[config.mk]
export PLATFORM = sky130hd
export DESIGN_NAME = gray_ptr_sync_rx
export DESIGN_NICKNAME = d
export VERILOG_FILES = /design/src/rtl/gray_ptr_sync_rx.sv
export SDC_FILE = /design/constraint.sdc
export NUM_CORES = 1
export LEC_CHECK = 0
export BUFFER_PORTS_ARGS = -buffer_cell sky130_fd_sc_hd__buf_2
export CELL_PAD_IN_SITES_DETAIL_PLACEMENT = 0
export CELL_PAD_IN_SITES_GLOBAL_PLACEMENT = 2
export CORE_AREA = 10 10 84 86
export DETAILED_ROUTE_END_ITERATION = 8
export DIE_AREA = 0 0 94 96
export PLACE_DENSITY_LB_ADDON = 0.1
export SLEW_MARGIN = 5
export SYNTH_ARGS = -nofsm -noshare
export SYNTH_HDL_FRONTEND = slang
export SYNTH_SLANG_ARGS = --single-unit
[constraint.sdc]
create_clock -name clk -period 2.9 [get_ports clk]
set_input_delay 0.29 -clock clk [delete_from_list [all_inputs] [get_ports clk]]
set_output_delay 0.29 -clock clk [all_outputs]
set_load 0.02 [all_outputs]
[src/rtl/gray_ptr_sync_rx.sv]
// Receive side of a gray-coded pointer link: synchronise, decode to binary, report forward advance.
// Optional illegal-transition checker enabled by defining GRAY_SYNC_ERR_CHECK_EN.
module gray_ptr_sync_rx #(
  parameter int unsigned N           = 8,
  parameter int unsigned SYNC_STAGES = 2
) (
  input  logic         clk,
  input  logic         rst_n,
  input  logic [N-1:0] gray_in,
  output logic [N-1:0] gray_sync_out,
  output logic [N-1:0] bin_out,
  output logic         adv_valid,
  output logic [N-1:0] adv_count,
  input  logic         err_clr,
  output logic         err_pulse,
  output logic         err_flag
);

  localparam int unsigned CW = $clog2(SYNC_STAGES + 1) + 1;

  typedef enum logic {
    ST_INIT,
    ST_TRACK
  } state_t;

  state_t          r_state;
  state_t          w_state_nxt;
  logic [CW-1:0]   r_init_cnt;
  logic [N-1:0]    r_sync [SYNC_STAGES];
  logic [N-1:0]    w_bin;
  logic [N-1:0]    w_diff;

  function automatic logic [N-1:0] g2b(input logic [N-1:0] g);
    logic [N-1:0] b;
    b[N-1] = g[N-1];
    for (int unsigned i = 1; i < N; i++) begin
      b[N-1-i] = b[N-i] ^ g[N-1-i];
    end
    return b;
  endfunction

  assign gray_sync_out = r_sync[SYNC_STAGES-1];

  always_comb begin
    w_bin  = g2b(gray_sync_out);
    w_diff = w_bin - bin_out;
  end

  always_comb begin
    w_state_nxt = r_state;
    if (r_state == ST_INIT && r_init_cnt == CW'(SYNC_STAGES)) begin
      w_state_nxt = ST_TRACK;
    end
  end

  always_ff @(posedge clk or negedge rst_n) begin
    if (!rst_n) begin
      r_state <= ST_INIT;
    end else begin
      r_state <= w_state_nxt;
    end
  end

  always_ff @(posedge clk or negedge rst_n) begin
    if (!rst_n) begin
      for (int unsigned k = 0; k < SYNC_STAGES; k++) begin
        r_sync[k] <= '0;
      end
      bin_out    <= '0;
      adv_valid  <= 1'b0;
      adv_count  <= '0;
      r_init_cnt <= '0;
    end else begin
      r_sync[0] <= gray_in;
      for (int unsigned k = 1; k < SYNC_STAGES; k++) begin
        r_sync[k] <= r_sync[k-1];
      end
      bin_out <= w_bin;
      // Strobe is suppressed while the chain fills so a nonzero pointer at release is not an advance.
      if (r_state == ST_TRACK) begin
        adv_count <= w_diff;
        adv_valid <= |w_diff;
      end else begin
        adv_count <= '0;
        adv_valid <= 1'b0;
      end
      if (r_state == ST_INIT) begin
        r_init_cnt <= r_init_cnt + 1'b1;
      end
    end
  end

`ifdef GRAY_SYNC_ERR_CHECK_EN
  logic [N-1:0] r_prev_gray;
  logic [N-1:0] w_gray_xor;
  logic         w_multi_bit;
  logic         w_err_set;

  // x & (x-1) is nonzero exactly when more than one bit of x is set.
  always_comb begin
    w_gray_xor  = gray_sync_out ^ r_prev_gray;
    w_multi_bit = |(w_gray_xor & (w_gray_xor - N'(1)));
    w_err_set   = (r_state == ST_TRACK) && w_multi_bit;
  end

  always_ff @(posedge clk or negedge rst_n) begin
    if (!rst_n) begin
      r_prev_gray <= '0;
      err_pulse   <= 1'b0;
      err_flag    <= 1'b0;
    end else begin
      r_prev_gray <= gray_sync_out;
      err_pulse   <= w_err_set;
      if (w_err_set) begin
        err_flag <= 1'b1;
      end else if (err_clr) begin
        err_flag <= 1'b0;
      end
    end
  end
`else
  logic w_unused_err_clr;
  assign w_unused_err_clr = err_clr;
  assign err_pulse        = 1'b0;
  assign err_flag         = 1'b0;
`endif

endmodule

==> run_results.csv <==
group,metric,value,unit
routing,route.antenna.remaining_nets,0,
routing,drt_drc_violations_left,0,
synth,synth-seq-area-share,56.8,%
synth,synth-edff-count,0,
placed_design,place_worst_setup_slack,-0.162,ns
synth,post_synth_main_area_contributors,"dfrtp_1 57%, ha_1 6.9%, buf_4 4.6%",
critical_path,start_kind,"register",
routing,wl_per_cell,13.2,um
synth,syn_inst,132,
floorplan,row_count,27,
finish,antenna_cells_inserted,0,
synth,synth_top_area_share,56.8,%
critical_path,slowest_stage,"dfrtp_1",
global_routing,global_route.usage.total,7.88,%
timing,hold_vio_cnt_final,0,
finish,num-nets-final,197,
timing,max_freq,338,MHz
placed_design,final_weighted_congestion_in_routability_driven_placement,0.687,
timing,final_period_minus_worst_setup_slack,2.96,ns
global_routing,grt_max_degree,38,
critical_path,timing.critical_path.cells,"xor2_2 -> xnor2_2 -> xor2_2 -> xor3_2 -> xor2_1 -> ha_2 -> fa_2 -> nand2b_4 -> a211oi_4 -> nor4b_2 -> a211oi_2 -> a41oi_1",
timing,setup_viol_count_final,1,
clocking,worst_setup_hold_path_clk_slew,0.07,ns
critical_path,worstPathMaxFanout,2,
clocking,tritoncts,"yes",
synth,synth_top_area_cell,"dfrtp_1",
floorplan,floorplan.io_pins,38,
routing,drt_first_pass_iters,3,
timing,slew_headroom,46.5,%
clocking,clkLatencyLatePin,0.28,ns
status,status,"complete, but fails checks",
finish,syn_to_final_growth,27.8,%
global_routing,first_global_vias,1142,
critical_path,max_stage_delay,0.41,ns
critical_path,critPathRequiredTime,3.04,ns
critical_path,class_of_the_most_critical_setup_path,"reg -> reg",
power,power,0.00200,W
floorplan,floorplan.die.width,94,um
synth,ys_ff_latch,37,
critical_path,crit_top_cell,"xor2_2",
synth,synth-async-reset-ratio,100,%
run,number_of_violations_of_the_max_capacitance_limit,0,
synth,yosysUniqueCellTypes,29,
critical_path,cp_data_arrival_time,3.10,ns
finish,postLayoutCoreUtil,38.5,%
synth,syn_area,1630,sq um
critical_path,worst-r2r-cell-count,12,
timing,timing_worst_slew_pin_value,0.802,ns
global_routing,antenna_found_initial,0,
floorplan,initial_utilization,30.2,%
critical_path,setup.reg_to_reg.worst_slack,-0.06,ns
synth,synth_warnings,0,
hold_path,hold_path.class,"in -> async",
routing,drt_wl_total,3280,um
clocking,clk_root_buffer_cell,"clkbuf_8",
timing,clock-skew-final,0.00533,ns
clocking,cts.sink_count,37,
critical_path,timing.rr.end,"adv_valid$_DFF_PN0_",
timing,rsz0062_at_grt,"yes",
finish,fraction_of_layout_instances_using_a_drive_strength_above_1,39.0,%
timing,final.period_utilization,102,%
routing,vias,1012,
floorplan,coreArea,5410,sq um
timing,setup_ws,-0.0569,ns
clocking,cts-buffers-inserted,5,
synth,postSynthAreaPerCell,12.4,sq um
routing,drt_iter0_drc,19,
clocking,clk_path_buf_depth,2,
power,power-per-cell-area,959,nW/um^2
synth,synthFlopType,"dfrtp_1",
clocking,htreeDepth,2,
critical_path,r2r_start,"gray_sync_out[6]$_DFF_PN0_",
status,failed_checks,"setup timing",
global_routing,global_route_wire_length_before_repair,5510,um
critical_path,critPathCaptureType,"register",
power,static_leakage,1.01,nW
global_routing,overflow,0,
routing,via_density_per_instance,4.06,
placed_design,portBuffers,34,
power,worst_ir_drop_vdd,0.000328,V
placed_design,detailed_place_hpwl,2600,um
floorplan,die_height,96,um
timing,maxSlewViolCount,0,
floorplan,die-area,9020,sq um
layout by cell type (no fill, tap or decap), types with 2 or more instances in the layout:
cell      netlist  final
buf_2           0     34
xnor2_1         8      7
dfrtp_1        37     37
buf_4          10     13
nor2b_1         4      4
nor2_1          9      9
inv_1          15     15
conb_1          1      2
and2_1          3      3
a21oi_1         3      2
xor2_1          3      3
o21ai_0         4      4
xnor2_2         2      3
ha_1            9      8
clkbuf_8        0      5
nand2_1         2      2
xor2_2          2      2
a21o_1          3      3
area by class of cell:
class,instances,area (sq um)
Clock buffer,6,72.6
Inverter,15,56.3
Sequential cell,37,926
Clock inverter,2,38.8
Tap cell,72,90.1
Timing Repair Buffer,47,268
Fill cell,577,3320
Multi-Input combinational cell,70,632
registers in the layout, indices dropped and copies added (netlist names):
| name | count |
|---|---|
| bin_out | 8 |
| adv_valid | 1 |
| adv_count | 8 |
| r_sync | 8 |
| gray_sync_out | 8 |
| r_init_cnt | 3 |
| r_state | 1 |
power by group:
group	total, W	switching, W	leakage [nW]	internal [W]
combinational	0.000907	0.000505	0.535	0.000402
clock	0.000438	0.000180	0.0554	0.000258
sequential	0.000653	0.0000380	0.422	0.000615
total	0.00200	0.000723	1.01	0.00127
synthesized netlist by cell type (2+ instances only):
master / n
dfrtp_1: 37
inv_1: 15
buf_4: 10
ha_1: 9
nor2_1: 9
xnor2_1: 8
nor2b_1: 4
o21ai_0: 4
a211oi_1: 3
a21o_1: 3
a21oi_1: 3
and2_1: 3
xor2_1: 3
nand2_1: 2
nand2b_1: 2
nor3b_1: 2
xnor2_2: 2
xor2_2: 2
metrics by stage:
| stage | hold slack, ns | TNS, ns | area (sq um) | instances |
|---|---|---|---|---|
| floorplan | -0.00559 | -0.218 | 1660 | 133 |
| global placement | 0.332 | -0.132 | 1920 | 239 |
| detailed placement | 0.336 | -0.259 | 1920 | 239 |
| CTS | 0.0960 | -0.146 | 2050 | 248 |
| global route | 0.0897 | -0.529 | 2080 | 249 |
| finish | 0.0911 | -0.0569 | 2080 | 249 |
worst max-delay path, delay by kind of cell (launching register included):
kind,cells,cell delay (ns)
AND/OR/NAND/NOR,2,0.24
adder cells (fa/ha/maj),2,0.52
flip-flops,1,0.41
XOR/XNOR,5,1.09
AO/OA/AOI/OAI,3,0.57
worst max path at each step:
| stage | endpoint | start | depth (start not counted) |
|---|---|---|---|
| finish | adv_valid$_DFF_PN0_ | gray_sync_out[6]$_DFF_PN0_ | 12 |
| global route | adv_valid$_DFF_PN0_ | gray_sync_out[6]$_DFF_PN0_ | 12 |
| CTS | adv_valid$_DFF_PN0_ | gray_sync_out[6]$_DFF_PN0_ | 12 |
| detailed placement | adv_valid$_DFF_PN0_ | gray_sync_out[6]$_DFF_PN0_ | 12 |
| global placement | adv_valid$_DFF_PN0_ | gray_sync_out[6]$_DFF_PN0_ | 12 |
| floorplan | adv_valid$_DFF_PN0_ | gray_sync_out[7]$_DFF_PN0_ | 12 |
routing by layer:
metal,routed length [um],vias up,part of all wire (%),GRT usage [%]
li1,-,499,-,-
met1,1250,487,38,7.98
met2,1810,20,55,14.1
met3,152,6,4.6,2.72
met4,59,0,1.8,4.05
met5,0,-,0,0
logic make-up (layout without fill, tap and decap cells):
group	Yosys count	in the layout	synth area share, %
simple gates	25	25	8.13
compound gates	17	17	6.98
buf+inv	26	70	8.29
fa+ha+maj	10	10	8.14
flops	37	37	56.8
xor+xnor	16	16	11.4
other cells	1	2	0.230
repair_timing:
item	4_1_cts	5_1_grt
endpoints found under the setup margin	2	4
pin swaps	4	4
gates resized for setup	2	4
setup buffers	1	1
hold buffers	0	0
(Power assumes the default switching activity.)
